<file path="config.mk">
export PLATFORM = sky130hd
export DESIGN_NAME = if_stage_flat
export DESIGN_NICKNAME = d
export VERILOG_FILES = /design/src/rtl/if_stage_if.sv /design/src/rtl/if_stage.sv /design/src/flat_wrapper.sv
export SDC_FILE = /design/constraint.sdc
export NUM_CORES = 1
export LEC_CHECK = 0
export BUFFER_PORTS_ARGS = -buffer_cell sky130_fd_sc_hd__buf_2
export CORE_ASPECT_RATIO = 1.2
export CORE_MARGIN = 5
export CORE_UTILIZATION = 50
export CTS_BUF_LIST = sky130_fd_sc_hd__clkbuf_16
export CTS_CLUSTER_SIZE = 14
export DETAILED_ROUTE_END_ITERATION = 16
export PLACE_DENSITY = 0.86
export SLEW_MARGIN = 20
export SYNTH_ARGS = -nofsm -noshare
export SYNTH_HDL_FRONTEND = slang
export SYNTH_SLANG_ARGS = --single-unit
</file>
<file path="constraint.sdc">
create_clock -name clk -period 5.7 [get_ports clk]
set_clock_uncertainty 0.2 [all_clocks]
set_input_delay 0.285 -clock clk [delete_from_list [all_inputs] [get_ports clk]]
set_output_delay 0.285 -clock clk [all_outputs]
set_load 0.01 [all_outputs]
</file>
<file path="src/rtl/if_stage_if.sv">
// Fetch-stage bus: redirect request, instruction-ROM port and the
// valid/ready handshake towards decode.
// master = fetch stage side, slave = environment (branch unit, ROM, decode).
interface if_stage_if #(
  parameter int IMEM_AW = 6
);
  logic               redirect_valid;
  logic [31:0]        redirect_pc;
  logic [IMEM_AW-1:0] imem_addr;
  logic [31:0]        imem_rdata;
  logic               if_valid;
  logic               if_ready;
  logic [31:0]        if_instr;
  logic [31:0]        if_pc;

  modport master (
    input  redirect_valid, redirect_pc, imem_rdata, if_ready,
    output imem_addr, if_valid, if_instr, if_pc
  );

  modport slave (
    output redirect_valid, redirect_pc, imem_rdata, if_ready,
    input  imem_addr, if_valid, if_instr, if_pc
  );
endinterface

</file>
<file path="src/rtl/if_stage.sv">
// Instruction-fetch stage: drives an asynchronous instruction ROM from the
// PC, captures one instruction per step into a valid/ready output register,
// and accepts branch/jump redirects. step_en=0 freezes every register.
// Optional build macro IF_MISALIGN_TRAP_EN: a misaligned redirect sets the
// sticky misalign flag and halts fetching until reset. Without it the low
// two redirect bits are dropped and misalign is constant 0.
module if_stage #(
  parameter logic [31:0] RESET_PC = 32'h0000_0000,
  parameter int          IMEM_AW  = 6
) (
  input  logic        clk,
  input  logic        rstn,
  input  logic        step_en,
  output logic [31:0] fetch_cnt,
  output logic        misalign,
  if_stage_if.master  bus
);

  localparam logic [1:0] BOOT = 2'd0;
  localparam logic [1:0] RUN  = 2'd1;
  localparam logic [1:0] HALT = 2'd2;

  // PC space covers exactly the ROM, so increments and redirects wrap in it.
  localparam logic [31:0] PC_MASK =
    (IMEM_AW >= 30) ? 32'hFFFF_FFFF : ((32'd1 << (IMEM_AW + 2)) - 32'd1);

  logic [1:0]  state_q, state_d;
  logic [31:0] pc_q, pc_d;
  logic        if_valid_q, if_valid_d;
  logic [31:0] if_instr_q, if_instr_d;
  logic [31:0] if_pc_q, if_pc_d;
  logic [31:0] fetch_cnt_q, fetch_cnt_d;
  logic        misalign_q, misalign_d;

  logic        redirect_bad;
  logic [31:0] redirect_tgt;

  assign redirect_tgt = bus.redirect_pc & ~32'h3 & PC_MASK;

`ifdef IF_MISALIGN_TRAP_EN
  assign redirect_bad = (bus.redirect_pc[1:0] != 2'b00);
`else
  assign redirect_bad = 1'b0;
`endif

  // Next-state: boot handshake, then redirect > fetch > stall in RUN.
  always_comb begin
    // NOTE: every variable gets its default first, so no path can infer a latch.
    state_d     = state_q;
    pc_d        = pc_q;
    if_valid_d  = if_valid_q;
    if_instr_d  = if_instr_q;
    if_pc_d     = if_pc_q;
    fetch_cnt_d = fetch_cnt_q;
    misalign_d  = misalign_q;
    if (step_en) begin
      case (state_q)
        BOOT: state_d = RUN;
        RUN: begin
          if (bus.redirect_valid) begin
            if_valid_d = 1'b0;
            if (redirect_bad) begin
              misalign_d = 1'b1;
              state_d    = HALT;
            end else begin
              pc_d = redirect_tgt;
            end
          end else if (!if_valid_q || bus.if_ready) begin
            if_instr_d  = bus.imem_rdata;
            if_pc_d     = pc_q;
            if_valid_d  = 1'b1;
            pc_d        = (pc_q + 32'd4) & PC_MASK;
            fetch_cnt_d = fetch_cnt_q + 32'd1;
          end
        end
        HALT: state_d = HALT;
        default: state_d = BOOT;
      endcase
    end
  end

  // State registers with asynchronous active-low reset.
  always_ff @(posedge clk or negedge rstn) begin
    // NOTE: sequential state uses non-blocking assignments so all flops update together.
    if (!rstn) begin
      state_q     <= BOOT;
      pc_q        <= RESET_PC;
      if_valid_q  <= 1'b0;
      if_instr_q  <= 32'd0;
      if_pc_q     <= 32'd0;
      fetch_cnt_q <= 32'd0;
      misalign_q  <= 1'b0;
    end else begin
      state_q     <= state_d;
      pc_q        <= pc_d;
      if_valid_q  <= if_valid_d;
      if_instr_q  <= if_instr_d;
      if_pc_q     <= if_pc_d;
      fetch_cnt_q <= fetch_cnt_d;
      misalign_q  <= misalign_d;
    end
  end

  assign bus.imem_addr = pc_q[IMEM_AW+1:2];
  assign bus.if_valid  = if_valid_q;
  assign bus.if_instr  = if_instr_q;
  assign bus.if_pc     = if_pc_q;
  assign fetch_cnt     = fetch_cnt_q;
  assign misalign      = misalign_q;

endmodule

</file>
<file path="src/flat_wrapper.sv">
// flat-port wrapper written by rule: the top's interface ports become plain ports
module if_stage_flat 
#(
  parameter logic [31:0] RESET_PC = 32'h0000_0000,
  parameter int          IMEM_AW  = 6
)
  (clk, rstn, step_en, fetch_cnt, misalign, bus_redirect_valid, bus_redirect_pc, bus_imem_rdata, bus_if_ready, bus_imem_addr, bus_if_valid, bus_if_instr, bus_if_pc);
  if_stage_if #(.IMEM_AW(IMEM_AW)) bus_i ();
  input  logic clk;
  input  logic rstn;
  input  logic step_en;
  output logic [31:0] fetch_cnt;
  output logic misalign;
  input wire logic [$bits(bus_i.redirect_valid)-1:0] bus_redirect_valid;
  input wire logic [$bits(bus_i.redirect_pc)-1:0] bus_redirect_pc;
  input wire logic [$bits(bus_i.imem_rdata)-1:0] bus_imem_rdata;
  input wire logic [$bits(bus_i.if_ready)-1:0] bus_if_ready;
  output wire logic [$bits(bus_i.imem_addr)-1:0] bus_imem_addr;
  output wire logic [$bits(bus_i.if_valid)-1:0] bus_if_valid;
  output wire logic [$bits(bus_i.if_instr)-1:0] bus_if_instr;
  output wire logic [$bits(bus_i.if_pc)-1:0] bus_if_pc;
  assign bus_i.redirect_valid = bus_redirect_valid;
  assign bus_i.redirect_pc = bus_redirect_pc;
  assign bus_i.imem_rdata = bus_imem_rdata;
  assign bus_i.if_ready = bus_if_ready;
  assign bus_imem_addr = bus_i.imem_addr;
  assign bus_if_valid = bus_i.if_valid;
  assign bus_if_instr = bus_i.if_instr;
  assign bus_if_pc = bus_i.if_pc;
  if_stage #(.RESET_PC(RESET_PC), .IMEM_AW(IMEM_AW)) u_core (.clk(clk), .rstn(rstn), .step_en(step_en), .fetch_cnt(fetch_cnt), .misalign(misalign), .bus(bus_i));
endmodule
</file>
Yosys cells after proc, flatten, opt, wreduce, memory -nomap -nowiden
Cells that the tools add are included.

cells by class
  add/subtract/negate cells = 2
  eq/ne operators = 2
  muxes and demuxes = 5
  bitwise gates (word level) = 2
  reductions and logical operators = 7

operators with widths
  kind                                           number
  2-to-1 mux 32 bit                              2
  adder 32 x 1 -> 32 bit, second input constant  1
  adder 8 x 3 -> 8 bit, second input constant    1
  one-hot mux 2 bit (3 select lines)             1
  AND reduction 4 bit                            1
  AND reduction 3 bit                            1
  == test 2 x 1 -> 1 bit, second input constant  1
  == test 2 bit, second input constant           1
  logical NOT 2 bit                              1
  2-to-1 mux 1 bit                               2
  inverter 1 bit                                 2
  AND reduction 2 bit                            1
  nonzero test 2 bit                             1
  logical NOT 1 bit                              1
  logical OR 1 bit                               1

storage, ports and cells
  register bits after elaboration = 131
  output and inout bits = 104
  logic and storage cells = 24

Logic depth before layout (Yosys ltp)
Gate-level depths: netlist of run 1.

  depth after elaboration = 4
  depth in mapped cells = 6
  mapped depth without buffers = 5

Least setup slack after synthesis of run 1
No wires, ideal clock.

  path type = register -> register
  start = register u_core.if_valid_q, in the netlist u_core.bus.if_valid
  end = register u_core.fetch_cnt_q[31], in the netlist u_core.fetch_cnt[31]
  library setup time = 0.125 ns
  arrival = 1.793 ns
  path slack = 3.582 ns
  stages on the path, launching flop included = 5
  period minus slack after synthesis = 2.118 ns
  path through = dfrtp_1 > nor2b_1 > or4b_1 > or4b_4 > xnor2_2

between the ends
  word-level cells in the longest chain between the ends = 3

RTL lines
  element                        line            RTL
  start: declaration             if_stage.sv:29  logic if_valid_q, if_valid_d;
  start signal: assignment       if_stage.sv:96  if_valid_q <= if_valid_d;
  logical NOT 1 bit              if_stage.sv:68  end else if (!if_valid_q || bus.if_ready) begin
  logical OR 1 bit               if_stage.sv:68
  AND reduction 4 bit (no line)  -
  end signal: assignment         if_stage.sv:99  fetch_cnt_q <= fetch_cnt_d;
  end: declaration               if_stage.sv:32  logic [31:0] fetch_cnt_q, fetch_cnt_d;

Every way passes these cells.
A chain may end at the register's enable or synchronous reset.

Worst setup path in the final report of run 1
  start = input step_en
  end = register u_core.if_instr_q[6], in the netlist u_core.bus.if_instr[6]

between the ends
  word-level cells in the longest chain between the ends = 1

RTL lines
  element                        line                RTL
  start: declaration             flat_wrapper.sv:11  input logic step_en;
  AND reduction 4 bit (no line)  -
  end signal: assignment         if_stage.sv:97      if_instr_q <= if_instr_d;
  end: declaration               if_stage.sv:30      logic [31:0] if_instr_q, if_instr_d;

Every way passes these cells.

==> impl_metrics.csv, run 1 <==
group,metric,value,unit
run_status,status,"finished clean",
critical_path,r2r_start,"u_core.state_q[1]",
clock_tree,cts.clk_slew.worst_paths,0.06,ns
run,drv_cap,0,
yosys,synth_cell_type_count,40,
yosys,synth-xor-area-share,7.74,%
place,hpwl,5.99,mm
sta,fin_crit_sh,41.6,%
hold_path,hp-start,"bus_imem_rdata[27]",
clock_tree,clock_path_buffers,2,
sta,slew_violations,0,
sta,worst_hold_slack,0.0174,ns
finish,fin_cells,547,
critical_path,critPathMaxStageDelay,0.52,ns
drt,vias,2849,
critical_path,arrival,2.38,ns
finish,nets,523,
finish,area_delta_synth_final,34.7,%
sta,rsz0062_at_grt,"false",
critical_path,crit_chain,"dlygate4sd3_1 > buf_2 > nand2_1 > nor4_4 > buf_4 > mux2_2",
sta,clock.fmax,421,MHz
power_and_ir_drop,leakage,2.31,nW
grt,grt_pass1_wl,14.1,mm
grt,grt_start_max_net_pins,80,
sta,min_period,2.37,ns
clock_tree,cts_buffers,9,
critical_path,crit_buf_inv,3,
yosys,ys_seq_area_share,54.8,%
yosys,async_reset_ff_share,100,%
sta,tightest_slew,0.897,ns
floorplan,dieHeight,103,µm
yosys,yosys-top-cells-area,"dfrtp_1, mux2_2, xnor2_1",
drt,first_pass_iters,4,
sta,finalSetupViolations,0,
sta,hold_viol,0,
yosys,netlist_area,3610,µm²
yosys,synth-compound-area-share,2.91,%
yosys,yosys.area_share.simple,14.4,%
critical_path,worst-setup-path-type,"primary input to flop",
clock_tree,cts_resized,0,
critical_path,cp.required,5.71,ns
power_and_ir_drop,p_total,1.66,mW
clock_tree,htree_levels,3,
yosys,synth_ff_type,"dfrtp_1",
floorplan,io-pin-count,173,
grt,grt_overflow,0,
finish,final_area,4860,µm²
sta,tns,0,ns
grt,grt_pass1_vias,3054,
clock_tree,insertion_delay,0.33,ns
clock_tree,clockRootBuffer,"clkbuf_16",
critical_path,crit_family,"buffers and inverters",
yosys,synthCells,296,
clock_tree,tritoncts,"built",
floorplan,coreArea,7150,µm²
yosys,yosysWarningCount,0,
critical_path,crit_path_start_kind,"primary input",
place,dp_cells,498,
place,placed_area,4200,µm²
yosys,avgSynthCellArea,12.2,µm²
critical_path,crit_path_end_kind,"flop",
yosys,ys_ff_latch,79,
floorplan,die_area,9020,µm²
yosys,synth_top_area_cell,"dfrtp_1",
grt,groute.usage.overall,20.0,%
critical_path,slowest_stage,"dlygate4sd3_1",
drt,dr.first_iter.drc_count,60,
finish,n_antenna_cell,0,
yosys,synth_top_family_by_area,"simple AND/OR/NAND/NOR gates",
drt,wl_per_cell,16.2,µm
drt,antenna_left,0,
power_and_ir_drop,ir_drop,296,µV
critical_path,cp-startpoint,"step_en",
power_and_ir_drop,cellPowerDensity,343,nW/µm²
finish,drive_gt1_share,40.0,%
yosys,synth_top_area_share,54.8,%
place,portBuffers,119,
drt,drc,0,
drt,totalWireLength,8.86,mm
yosys,yosys-mux-area-fraction,12.5,%
drt,vias_per_cell,5.21,
yosys,synth_edf_count,0,
floorplan,initial_core_util,50.5,%
sta,relSlewSlack,39.8,%
place,routabilityCongestion,0.788,
floorplan,die_w,87.5,µm
hold_path,hold_path.class,"primary input to flop",
floorplan,rows,34,
critical_path,cp_max_fo,40,
clock_tree,cts.sinks,79,
grt,grt_antenna_before_repair,0,
yosys,synth-adder-area-share,0.694,%
where the power goes:
part	internal [mW]	switching (mW)
combinational	0.160	0.164
clock	0.385	0.234
sequential	0.646	0.0749
total	1.19	0.473
metrics by stage:
step                setup WS, ns  util (%)
floorplan                   3.58         -
global placement            3.49      58.8
detailed placement          3.47      58.8
CTS                         3.34      67.9
global route                3.25      67.9
finish                      3.33      67.9
per-layer routing:
layer	GRT usage [%]	wire length, µm
met3	4.96	630
met4	8.50	173
met5	0	0
met2	35.3	4780
met1	22.9	3280
final timing paths:
check | endpoint | slack [ns] | depth (start not counted)
max | u_core.bus.if_instr[6] | 3.33 | 6
min | u_core.bus.if_instr[27] | 0.02 | 2
max reg2reg | u_core.fetch_cnt[31] | 3.44 | 4
min reg2reg | u_core.fetch_cnt[26] | 0.29 | 1
max in group asynchronous | u_core.fetch_cnt[25] | 4.46 | 2
min in group asynchronous | u_core.fetch_cnt[12] | 0.37 | 2
area by class of cell:
cell class | count | area, µm²
fill | 548 | 2290
clock buffer | 9 | 225
sequential | 79 | 1980
clock inverter | 7 | 96.3
multi-input combinational | 205 | 1490
timing repair buffer | 154 | 947
tap | 90 | 113
inverter | 3 | 11.3
state kept, by name, summed over array words and instances, names as in the netlist:
signal / flops
u_core.bus.if_instr: 32
u_core.bus.if_pc: 6
u_core.bus.if_valid: 1
u_core.fetch_cnt: 32
u_core.pc_q: 6
u_core.state_q: 2
cells in the final DEF, fill, tap and decap left out, types with 2 or more instances in the layout:
cell type | netlist | routed
xnor2_1 | 28 | 28
nor2_1 | 8 | 8
nor3_1 | 5 | 5
dfrtp_1 | 79 | 79
nor2b_1 | 2 | 2
nand2_1 | 15 | 15
xor2_1 | 2 | 2
nor4_1 | 5 | 5
nand4b_1 | 2 | 2
inv_1 | 3 | 4
mux2_2 | 39 | 39
o21ai_0 | 7 | 6
a22oi_1 | 3 | 3
conb_1 | 1 | 27
ha_1 | 2 | 2
buf_2 | 4 | 118
bufinv_16 | 0 | 2
nand4_1 | 19 | 19
o2bb2ai_1 | 2 | 2
dlygate4sd3_1 | 0 | 33
nand3_1 | 13 | 13
clkbuf_16 | 0 | 9
and3_1 | 6 | 6
clkinvlp_4 | 0 | 2
inv_6 | 0 | 2
a21oi_1 | 3 | 3
buf_4 | 27 | 2
what timing repair did:
| action | 4_1_cts | 5_1_grt |
|---|---|---|
| setup endpoints to repair | 0 | 0 |
| buffers inserted | 0 | 0 |
| hold buffers | 33 | 0 |
| hold endpoints to repair | 111 | 0 |
logic make-up after synthesis:
group                      Yosys count
and+or+nand+nor                     88
buffers and inverters               38
xor gates and xnor gates            31
AOI/OAI and AO/OA                   17
adders and majority gates            2
other                                1
muxes                               40
DFF                                 79
synth_stat cells, types with 2 or more instances:
library cell / instances
a21oi_1: 3
a22oi_1: 3
and3_1: 6
buf_2: 4
buf_4: 27
clkbuf_1: 4
dfrtp_1: 79
ha_1: 2
inv_1: 3
mux2_2: 39
nand2_1: 15
nand3_1: 13
nand4_1: 19
nand4b_1: 2
nor2_1: 8
nor2b_1: 2
nor3_1: 5
nor4_1: 5
o21ai_0: 7
o2bb2ai_1: 2
xnor2_1: 28
xor2_1: 2
Power figures use the tool's default switching activity.
==> inputs of run 2 (changes only) <==
Settings changed: CORE_UTILIZATION 50 to 42, PLACE_DENSITY 0.86 to 0.77.
Clock period 5.7 ns to 2.1 ns, I/O delays scaled along.
==> run 2 against run 1 <==
Register-to-register slack got worse by 3.4 ns. Power rose to 2.8 times the previous value. Sequential share of layout area fell by 3.2 points. Critical path depth fell by 2. Routed wire length rose by 2.2%. Combinational power rose to 3.2 times the previous value. Clock power rose to 2.7 times the previous value. Highest routed layer unchanged.
==> impl_metrics.csv, run 2 (synthesis results as in run 1) <==
group,metric,value,unit
run_status,status,"finished clean",
finish,fill_cells,677,
critical_path,r2r_start,"u_core.state_q[1]",
critical_path,arrival,2.07,ns
sta,rsz0062_at_grt,"false",
floorplan,io-pin-count,173,
finish,fin_cells,615,
run,drv_cap,0,
finish,nets,566,
critical_path,critPathMaxStageDelay,0.51,ns
critical_path,worst-setup-path-type,"flop to flop",
floorplan,rows,37,
grt,grt_antenna_before_repair,0,
drt,drc,0,
grt,grt_pass1_wl,14.8,mm
finish,n_antenna_cell,0,
place,placed_area,4520,µm²
power_and_ir_drop,cellPowerDensity,879,nW/µm²
sta,slew_violations,0,
critical_path,cp.required,2.10,ns
finish,final_area,5270,µm²
sta,finalSetupViolations,0,
floorplan,initial_core_util,42.6,%
finish,area_delta_synth_final,46.0,%
critical_path,r2r_setup_slack,0.03,ns
critical_path,crit_path_end_kind,"flop",
critical_path,r2r-end,"u_core.fetch_cnt[31]",
sta,hold_viol,0,
power_and_ir_drop,ir_drop,554,µV
critical_path,crit_chain,"and3b_2 > or4b_4 > or4b_4 > xnor2_2",
clock_tree,tritoncts,"built",
drt,antenna_left,0,
sta,clock.fmax,483,MHz
finish,final_cell_mix,"buf_2, dfrtp_1, dlygate4sd3_1, mux2_2, buf_4",
floorplan,coreArea,8470,µm²
critical_path,crit_path_start_kind,"flop",
clock_tree,cts_buffers,9,
drt,vias_per_cell,4.82,
floorplan,dieHeight,112,µm
sta,fin_crit_sh,98.6,%
floorplan,die_area,10500,µm²
drt,wl_per_cell,14.7,µm
clock_tree,cts.sinks,79,
clock_tree,insertion_delay,0.32,ns
clock_tree,htree_levels,3,
critical_path,critPathCapture,"u_core.fetch_cnt[31]",
critical_path,slowest_stage,"or4b_4",
clock_tree,cts.clk_slew.worst_paths,0.06,ns
power_and_ir_drop,leakage,2.54,nW
clock_tree,clockRootBuffer,"clkbuf_16",
hold_path,hp-start,"bus_redirect_valid",
place,dp_cells,559,
drt,dr.first_iter.drc_count,72,
place,hpwl,6.38,mm
critical_path,r2r_cells,4,
clock_tree,clock_path_buffers,2,
grt,groute.usage.overall,17.8,%
grt,grt_overflow,0,
floorplan,die_w,94.6,µm
grt,grt_pass1_vias,3066,
finish,drive_gt1_share,44.0,%
drt,first_pass_iters,4,
drt,totalWireLength,9.06,mm
place,routabilityCongestion,0.781,
drt,vias,2966,
critical_path,critPathMostFrequentCell,"or4b_4",
place,portBuffers,119,
grt,grt_start_max_net_pins,44,
critical_path,cp-startpoint,"u_core.state_q[1]",
hold_path,hold_path.class,"primary input to flop",
finish,final_common_cell,"buf_2",
sta,min_period,2.07,ns
critical_path,cp_max_fo,2,
run 2: cell types whose count changed in the layout (fill, tap and decap cells not counted), sizes merged:
cell	delta
clkinvlp	-2
buf	+36
dlygate4sd3	+7
clkinv	+2
inv	-3
bufinv	+1
run 2: metal layers:
metal  up-vias  track usage (%)  routed length, µm
li1       1398                -                  -
met1      1422             20.2               3330
met2       132             31.8               4820
met3        14             5.07                744
met4         0             5.68                161
met5         -                0                  0
run 2: area by class of cell:
class	instances	area [µm²]	area share [%]
clock buffers	9	225	4.28
inverters	3	11.3	0.214
well taps	117	146	2.78
multi-input cells	205	1500	28.4
repair buffers	197	1310	24.9
flip-flops and latches	79	1980	37.5
clock inverters	5	98.8	1.88
run 2: per-stage QoR:
stage | setup WS, ns | setup TNS (ns) | hold slack (ns) | power, mW | util [%]
floorplan | 0.0158 | 0 | -0.391 | 2.42 | -
global placement | 0.0266 | 0 | -0.104 | 2.87 | 53.4
detailed placement | -0.00972 | -0.00972 | -0.0952 | 2.90 | 53.4
CTS | 0.00283 | 0 | 0.00520 | 4.68 | 62.0
global route | 0.000949 | 0 | 0.0213 | 4.89 | 62.1
finish | 0.0299 | 0 | 0.0160 | 4.63 | 62.1
run 2: how the worst min path moves through the flow:
stage / end / cells after the start
floorplan: u_core.bus.if_instr[0] / 0
global placement: u_core.fetch_cnt[10] / 1
detailed placement: u_core.fetch_cnt[11] / 1
CTS: u_core.fetch_cnt[7] / 4
global route: u_core.fetch_cnt[7] / 4
finish: u_core.fetch_cnt[7] / 4
run 2: critical path: cells and delay by family, from the launching register on:
family,cells,cell delay (ns)
XOR/XNOR,1,0.15
AND/OR/NAND/NOR,3,1.23
flip-flops,1,0.38
run 2: power breakdown:
group | switching, mW | internal [mW] | total, mW
sequential | 0.145 | 1.75 | 1.90
combinational | 0.510 | 0.522 | 1.03
clock | 0.556 | 1.14 | 1.70
total | 1.21 | 3.42 | 4.63
run 2: timing repair:
action                                  in CTS  in global routing
endpoints found under the hold margin      118                  0
endpoints found under the setup margin       1                  1
setup buffers                                0                  2
pin swaps                                    0                  1
hold buffers                                40                  0
resized for setup                            1                  0
